**config.mk**
```make
export PLATFORM = sky130hd
export DESIGN_NAME = gpp_boot_ctrl_flat
export DESIGN_NICKNAME = d
export VERILOG_FILES = /design/src/rtl/gpp_boot_ctrl_if.sv /design/src/rtl/gpp_boot_ctrl.sv /design/src/flat_wrapper.sv
export SDC_FILE = /design/constraint.sdc
export NUM_CORES = 1
export LEC_CHECK = 0
export ABC_AREA = 1
export CAP_MARGIN = 15
export CORE_ASPECT_RATIO = 1.5
export CORE_MARGIN = 3
export CORE_UTILIZATION = 30
export DETAILED_ROUTE_END_ITERATION = 6
export GPL_TIMING_DRIVEN = 0
export SYNTH_ARGS = -nofsm -noshare
export SYNTH_HDL_FRONTEND = slang
export SYNTH_SLANG_ARGS = --single-unit
```
**constraint.sdc**
```tcl
create_clock -name Clk -period 5.8 [get_ports Clk]
set_input_delay 1.16 -clock Clk [delete_from_list [all_inputs] [get_ports Clk]]
set_output_delay 1.16 -clock Clk [all_outputs]
set_load 0.005 [all_outputs]
```
**src/rtl/gpp_boot_ctrl_if.sv**
```systemverilog
// Host image stream into the GPP boot sequencer: word handshake plus expected checksum.
`timescale 1ns/1ps
interface gpp_boot_ctrl_if #(
    parameter int D_WIDTH = 32
);
    logic               Img_Valid;
    logic [D_WIDTH-1:0] Img_Data;
    logic               Img_Ready;
    logic [D_WIDTH-1:0] Img_Cksum;

    modport master (output Img_Valid, Img_Data, Img_Cksum, input  Img_Ready);
    modport slave  (input  Img_Valid, Img_Data, Img_Cksum, output Img_Ready);
endinterface

```
**src/rtl/gpp_boot_ctrl.sv**
```systemverilog
// GPP boot sequencer: clear SRAM, stream image, pulse GPP reset/start, watch Done under a watchdog.
// Optional image checksum check is compiled in with `define GPP_BOOT_CKSUM_EN.
`timescale 1ns/1ps
module gpp_boot_ctrl #(
    parameter int D_WIDTH  = 32,
    parameter int A_WIDTH  = 5,
    parameter int DEPTH    = 32,
    parameter int TO_WIDTH = 16
) (
    input  logic                Clk,
    input  logic                Rst_n,
    input  logic                Boot_Start,
    input  logic [A_WIDTH:0]    Img_Len,
    input  logic [TO_WIDTH-1:0] Timeout_Lim,
    gpp_boot_ctrl_if.slave      img,
    output logic                Mem_Rst,
    output logic                Mem_En,
    output logic                Mem_RW,
    output logic [A_WIDTH-1:0]  Mem_Addr,
    output logic [D_WIDTH-1:0]  Mem_Data,
    output logic                Gpp_Rst,
    output logic                Gpp_Str,
    input  logic                Gpp_Done,
    output logic                Busy,
    output logic                Boot_Done,
    output logic [1:0]          Err,
    output logic [TO_WIDTH-1:0] Run_Cnt
);

    localparam logic [A_WIDTH:0] DEPTH_L = (A_WIDTH+1)'(DEPTH);

    typedef enum logic [3:0] {
        S_IDLE, S_MCLR, S_LOAD, S_SETTLE, S_GRST, S_START, S_INIT, S_RUN, S_FINISH
    } state_t;

    state_t              state, nxt;
    logic [1:0]          err_nxt;
    logic [A_WIDTH:0]    len_q;
    logic [TO_WIDTH-1:0] to_q;
    logic [A_WIDTH-1:0]  idx;
    logic                hs;
    logic                last;
    logic [A_WIDTH:0]    len_eff;

`ifdef GPP_BOOT_CKSUM_EN
    logic [D_WIDTH-1:0]  cksum;
`endif

    assign hs      = (state == S_LOAD) && img.Img_Valid && img.Img_Ready;
    assign last    = ({1'b0, idx} == (len_q - (A_WIDTH+1)'(1)));
    assign len_eff = ((Img_Len == '0) || (Img_Len > DEPTH_L)) ? DEPTH_L : Img_Len;

    always_comb begin
        nxt     = state;
        err_nxt = Err;
        case (state)
            S_IDLE: begin
                if (Boot_Start) begin
                    nxt     = S_MCLR;
                    err_nxt = 2'd0;
                end
            end
            S_MCLR:   nxt = S_LOAD;
            S_LOAD: begin
                if (hs && last) nxt = S_SETTLE;
            end
            S_SETTLE: begin
`ifdef GPP_BOOT_CKSUM_EN
                if (cksum != img.Img_Cksum) begin
                    nxt     = S_IDLE;
                    err_nxt = 2'd2;
                end else begin
                    nxt = S_GRST;
                end
`else
                nxt = S_GRST;
`endif
            end
            S_GRST:   nxt = S_START;
            S_START:  nxt = S_INIT;
            S_INIT:   nxt = S_RUN;
            S_RUN: begin
                // Done takes priority over a watchdog expiry on the same edge
                if (Gpp_Done) begin
                    nxt = S_FINISH;
                end else if ((to_q != '0) && (Run_Cnt == (to_q - TO_WIDTH'(1)))) begin
                    nxt     = S_IDLE;
                    err_nxt = 2'd1;
                end
            end
            S_FINISH: nxt = S_IDLE;
            default:  nxt = S_IDLE;
        endcase
    end

    // Control outputs are decoded from the next state so they line up with the state register.
    always_ff @(posedge Clk or negedge Rst_n) begin
        if (!Rst_n) begin
            state         <= S_IDLE;
            len_q         <= '0;
            to_q          <= '0;
            idx           <= '0;
            Err           <= '0;
            Run_Cnt       <= '0;
            Busy          <= 1'b0;
            Mem_Rst       <= 1'b0;
            img.Img_Ready <= 1'b0;
            Gpp_Rst       <= 1'b0;
            Gpp_Str       <= 1'b0;
            Boot_Done     <= 1'b0;
            Mem_En        <= 1'b0;
            Mem_RW        <= 1'b0;
            Mem_Addr      <= '0;
            Mem_Data      <= '0;
        end else begin
            state         <= nxt;
            Err           <= err_nxt;
            Busy          <= (nxt != S_IDLE);
            Mem_Rst       <= (nxt == S_MCLR);
            img.Img_Ready <= (nxt == S_LOAD);
            Gpp_Rst       <= (nxt == S_GRST);
            Gpp_Str       <= (nxt == S_START);
            Boot_Done     <= (nxt == S_FINISH);
            Mem_En        <= hs;
            Mem_RW        <= hs;
            if (hs) begin
                Mem_Addr <= idx;
                Mem_Data <= img.Img_Data;
                if (!last) idx <= idx + A_WIDTH'(1);
            end
            if ((state == S_IDLE) && Boot_Start) begin
                len_q   <= len_eff;
                to_q    <= Timeout_Lim;
                idx     <= '0;
                Run_Cnt <= '0;
            end else if ((state == S_RUN) && (Run_Cnt != '1)) begin
                Run_Cnt <= Run_Cnt + TO_WIDTH'(1);
            end
        end
    end

`ifdef GPP_BOOT_CKSUM_EN
    always_ff @(posedge Clk or negedge Rst_n) begin
        if (!Rst_n) begin
            cksum <= '0;
        end else if (state == S_MCLR) begin
            cksum <= '0;
        end else if (hs) begin
            cksum <= cksum ^ img.Img_Data;
        end
    end
`endif

endmodule

```
**src/flat_wrapper.sv**
```systemverilog
// flat-port wrapper written by rule: the top's interface ports become plain ports
module gpp_boot_ctrl_flat 
#(
    parameter int D_WIDTH  = 32,
    parameter int A_WIDTH  = 5,
    parameter int DEPTH    = 32,
    parameter int TO_WIDTH = 16
)
  (Clk, Rst_n, Boot_Start, Img_Len, Timeout_Lim, Mem_Rst, Mem_En, Mem_RW, Mem_Addr, Mem_Data, Gpp_Rst, Gpp_Str, Gpp_Done, Busy, Boot_Done, Err, Run_Cnt, img_Img_Valid, img_Img_Data, img_Img_Cksum, img_Img_Ready);
  gpp_boot_ctrl_if #(.D_WIDTH(D_WIDTH)) img_i ();
  input  logic Clk;
  input  logic Rst_n;
  input  logic Boot_Start;
  input  logic [A_WIDTH:0] Img_Len;
  input  logic [TO_WIDTH-1:0] Timeout_Lim;
  output logic Mem_Rst;
  output logic Mem_En;
  output logic Mem_RW;
  output logic [A_WIDTH-1:0] Mem_Addr;
  output logic [D_WIDTH-1:0] Mem_Data;
  output logic Gpp_Rst;
  output logic Gpp_Str;
  input  logic Gpp_Done;
  output logic Busy;
  output logic Boot_Done;
  output logic [1:0] Err;
  output logic [TO_WIDTH-1:0] Run_Cnt;
  input wire logic [$bits(img_i.Img_Valid)-1:0] img_Img_Valid;
  input wire logic [$bits(img_i.Img_Data)-1:0] img_Img_Data;
  input wire logic [$bits(img_i.Img_Cksum)-1:0] img_Img_Cksum;
  output wire logic [$bits(img_i.Img_Ready)-1:0] img_Img_Ready;
  assign img_i.Img_Valid = img_Img_Valid;
  assign img_i.Img_Data = img_Img_Data;
  assign img_i.Img_Cksum = img_Img_Cksum;
  assign img_Img_Ready = img_i.Img_Ready;
  gpp_boot_ctrl #(.D_WIDTH(D_WIDTH), .A_WIDTH(A_WIDTH), .DEPTH(DEPTH), .TO_WIDTH(TO_WIDTH)) u_core (.Clk(Clk), .Rst_n(Rst_n), .Boot_Start(Boot_Start), .Img_Len(Img_Len), .Timeout_Lim(Timeout_Lim), .img(img_i), .Mem_Rst(Mem_Rst), .Mem_En(Mem_En), .Mem_RW(Mem_RW), .Mem_Addr(Mem_Addr), .Mem_Data(Mem_Data), .Gpp_Rst(Gpp_Rst), .Gpp_Str(Gpp_Str), .Gpp_Done(Gpp_Done), .Busy(Busy), .Boot_Done(Boot_Done), .Err(Err), .Run_Cnt(Run_Cnt));
endmodule
```
-- After elaboration in Yosys (flattened, before gate mapping)
Cells that the tools add are included.
- bits in registers: 93
- logic and storage cells: 70
- input port bits: 91
- equal/unequal tests: 19
- muxes and demuxes: 15
- reduce and logical (&&, ||, !) cells: 16
- $add $sub $neg: 4
- order comparisons: 1
- operators by type and width (operator ; number):
    $mux W16 ; 2
    $pmux W4 S8 ; 1
    $eq A4 B3 Y1 const B ; 6
    $add A16 B1 Y16 const B ; 1
    $eq A16 B16 Y1 ; 1
    $mux W4 ; 4
    $ne A16 B16 Y1 const B ; 1
    $reduce_bool A16 Y1 ; 1
    $sub A16 B1 Y16 const B ; 1
    $mux W5 ; 3
    $eq A4 B2 Y1 const B ; 3
    $eq A4 B1 Y1 const B ; 2
    $eq A5 B6 Y1 ; 1
    $gt A6 B6 Y1 const B ; 1
    $logic_and A1 B1 Y1 ; 6
    $logic_not A6 Y1 ; 1
    $mux W2 ; 3
    $mux W6 ; 1
    $ne A2 B2 Y1 const B ; 3
    $reduce_bool A2 Y1 ; 3
    $sub A6 B1 Y6 const B ; 1
    $add A5 B1 Y5 const B ; 1
    $eq A4 B4 Y1 const B ; 1
    $logic_not A4 Y1 ; 1
    other kinds (6) ; 6

-- Depth between registers and ports, before layout
- depth in word-level cells: 7
- mapped depth: 17
- depth with buffers taken out: 17

-- Least setup slack after synthesis
Ideal clock, no wire load.
- path type: input -> register
- start: input img_Img_Valid
- end: register u_core.idx[4]
- data required time: 5683 ps
- setup time: 117 ps
- buffers on the path: 0
- arrival: 2035 ps
- stages: 9
- path slack: 3648 ps
- cell sequence: nand2_1 -> nor2_1 -> nand2_1 -> clkinv_1 -> nand2_1 -> nor3_1 -> nand2_1 -> nor2_1 -> nor2_1
- cells in the longest elaborated chain, start to end: 4
- RTL lines (element ; line ; RTL):
    start, declared ; flat_wrapper.sv:28 ; input wire logic [$bits(img_i.Img_Valid)-1:0] img_Img_Valid;
    $logic_and A1 B1 Y1 (2 in a row) ; gpp_boot_ctrl.sv:49 ; assign hs = (state == S_LOAD) && img.Img_Valid && img.Img_Ready;
    $reduce_bool A2 Y1 (no line) ; -- ;
    $reduce_and A2 Y1 (no line) ; -- ;
    end signal, assigned ; gpp_boot_ctrl.sv:129 ; if (!last) idx <= idx + A_WIDTH'(1);
    end, declared ; gpp_boot_ctrl.sv:40 ; logic [A_WIDTH-1:0] idx;
No other way between the ends.
A chain may end at the register's enable or synchronous reset.

-- Worst setup path after layout
Ends and elaborated chain as after synthesis.

==> flow_summary.yaml <==
run_status:
  status: "complete, no violations"
timing:
  rsz0062_at_grt: "false"
  fin_skew_ns: 0.00680
  max_slew_margin_pct: 61.2
  worst_pin_slew_ns: 0.582
  final-hold-violation-count: 0
  max_freq_mhz: 388
  fin_crit_sh_pct: 44.4
  final.min_clock_period_ns: 2.57
  holdWs_ns: 0.475
  drv_slew: 0
  fin_setup_tns_ns: 0
  finalSetupViolations: 0
  setup_ws_ns: 3.23
clock_network:
  post-cts-setup-buffers: 0
  cts_buffers: 9
  insertion_delay_ns: 0.34
  cts_resized: 0
  cts_tree: "done"
  cts_buffer_depth: 2
  cts_root_buffer: "clkbuf_16"
  cts.clk_slew.worst_paths_ns: 0.06
  clock_sinks: 92
  cts_hold_buf: 0
  cts_max_level: 3
grt:
  grt_first_pass_wirelength_mm: 21.2
  grt_pass1_vias: 4455
  antenna_found_initial: 0
  globalRouteMet3Util_pct: 4.84
  grt_overflow_total: 0
  use_met2_pct: 29.9
  grt_max_degree: 70
  gr-usage-all-layers_pct: 15.9
  met1_usage_pct: 16.2
  grt_busiest_layer: "met2"
placed_design:
  dp_slack_ns: 2.86
  gp_congestion: 0.855
  portBuffers: 120
  dp_hpwl_mm: 10.1
finish:
  seq_area_um2: 2300
  diodes: 0
  multiInputGateArea_um2: 1980
  final_cell_mix: "217 x nand2_1, 119 x clkdlybuf4s50_1, 92 x dfrtp_1"
  synthToLayoutAreaGrowth_pct: 37.7
  drive_gt1_share_pct: 4.78
  mostFrequentLayoutCell: "nand2_1"
  fill_cells: 1517
  fin_util_pct: 42.7
  final_nets: 824
yosys:
  syn_area_per_cell_um2: 7.69
  synth_area_leader_cell: "dfrtp_1"
  synth_edf_count: 0
  synth.ff_latch_count: 92
  syn_nets: 692
  synthFlopType: "dfrtp_1"
  synth_area_leaders: "dfrtp_1 50%, nand2_1 18%, inv_1 5.1%"
  synth_cell_type_count: 30
  synth_top_area_share_pct: 50.2
  syn_inst: 597
  yosysWarnings: 0
  yosysSeqAreaShare_pct: 50.2
  synth_area_um2: 4590
  synthArstFlopShare_pct: 100
floorplanning:
  initial_core_util_pct: 31.0
  io-pin-count: 154
  fp.dieW_um: 107
  die_y_um: 157
  fp-row-count: 54
  core_um2: 14800
  dieArea_um2: 16800
setup_path:
  cp_slowest_cell: "clkdlybuf4s50_1"
  required_ns: 6.07
  critical-path-max-stage-delay_ns: 0.45
  worstPathCellList: "clkdlybuf4s50_1, nand2_1, nor2_1, nand2_1, clkinv_1, nand2_1, nor3_1, nand2_1, nand2_1, nand2_1, nor2_1"
  critPathKind: "in -> reg"
  worstSetupEndpointType: "register"
  start_kind: "input pin"
  crit_top_cell: "nand2_1"
  crit_fanout: 9
  cp.arrival_ns: 2.84
power:
  p_switching_uw: 1040
  combPwrFrac_pct: 43.0
  clockPowerShare_pct: 19.2
  p_per_area_nw_per_um2: 436
  sw_frac_of_total_pct: 37.7
  peakVddDrop_v: 0.000192
  p_leak_uw: 0.00298
  intPower_uw: 1720
  seqPwrFrac_pct: 37.8
route:
  dr.pass1.iters: 4
  drt_iter0_drc: 161
  wl_per_cell_um: 13.9
  vias_per_cell: 4.63
  final_antenna_net_count: 0
  num_vias: 4299
  drt_wl_total_mm: 12.9
  drc_errors: 0
job:
  cap_violations: 0
min_path:
  hp-class: "reg -> reg"
[metrics by stage]
step	power, uW	area (um2)	instances
after global placement	2220	6040	913
after global routing	3010	6320	928
final	2760	6320	928
after CTS	2810	6320	928
after floorplan	1700	4590	597
after detailed placement	2250	6060	914
[routing by layer]
layer	vias to the layer above	wire [um]
met3	27	780
met4	0	382
met1	2035	4750
met2	107	6970
met5	-	0
li1	2130	-
[worst paths after layout]
| check | start | end | slack (ns) | cells past startpoint |
|---|---|---|---|---|
| min in group asynchronous | Rst_n | u_core.Mem_Data[8]$_DFFE_PN0P_ | 0.72 | 1 |
| worst min-delay path | u_core.Mem_Data[31]$_DFFE_PN0P_ | u_core.Mem_Data[31]$_DFFE_PN0P_ | 0.48 | 2 |
| worst max register to register | u_core.to_q[0]$_DFFE_PN0P_ | u_core.Busy$_DFF_PN0_ | 3.23 | 15 |
| max in group asynchronous | Rst_n | u_core.Mem_Addr[4]$_DFFE_PN0P_ | 4.41 | 2 |
| worst min register to register | u_core.Mem_Data[31]$_DFFE_PN0P_ | u_core.Mem_Data[31]$_DFFE_PN0P_ | 0.48 | 2 |
| worst max-delay path | img_Img_Valid | u_core.idx[4]$_DFFE_PN0P_ | 3.23 | 11 |
[cell families (layout without fill, tap and decap cells)]
kind of cell,Yosys count,count (layout),share of synthesized area [%]
xor gates and xnor gates,21,21,4.01
DFF,92,92,50.2
AOI/OAI and AO/OA,52,52,5.92
and+or+nand+nor,347,347,32.0
buffers and inverters,80,215,6.71
adders and majority gates,4,4,1.09
other,1,1,0.0817
[cells in the mapped netlist, drive strengths merged, types with 3 or more instances]
library cell and number:
xnor2 6, ha 4, nand4 11, nand2 223, inv 62, a21oi 11, xor2 15, o21ai 37
clkinv 3, nor3 8, dfrtp 92, clkbuf 13, nor2 60, nand3 38
[critical path: cells and delay by family]
| kind | cells | cell delay [ns] |
|---|---|---|
| and+or+nand+nor | 9 | 0.99 |
| buffers and inverters | 2 | 0.68 |
[sequential cells by signal (all words and copies together) (netlist names)]
signal	cells
u_core.Err	1
u_core.Mem_En	1
u_core.Mem_Rst	1
u_core.Mem_Addr	5
u_core.Mem_Data	32
u_core.len_q	6
u_core.state	4
u_core.to_q	16
u_core.Run_Cnt	16
u_core.Busy	1
u_core.Boot_Done	1
u_core.img.Img_Ready	1
u_core.idx	5
u_core.Gpp_Str	1
u_core.Gpp_Rst	1
[power groups by stage]
| stage | clock network [uW] | logic (uW) | registers [uW] |
|---|---|---|---|
| floorplan | 0 | 670 | 1030 |
| global placement | 0 | 1170 | 1050 |
| detailed placement | 0 | 1200 | 1050 |
| CTS | 555 | 1210 | 1050 |
| global route | 582 | 1350 | 1080 |
| finish | 530 | 1190 | 1040 |
[layout make-up]
class	count	share of cell area (%)
clock inverter	2	0.198
sequential	92	36.4
clock buffer	12	3.90
buffer	15	1.01
timing repair buffer	121	19.4
multi-input combinational	425	31.3
tap	196	3.88
inverter	65	3.86
Power figures use the tool's default switching activity.
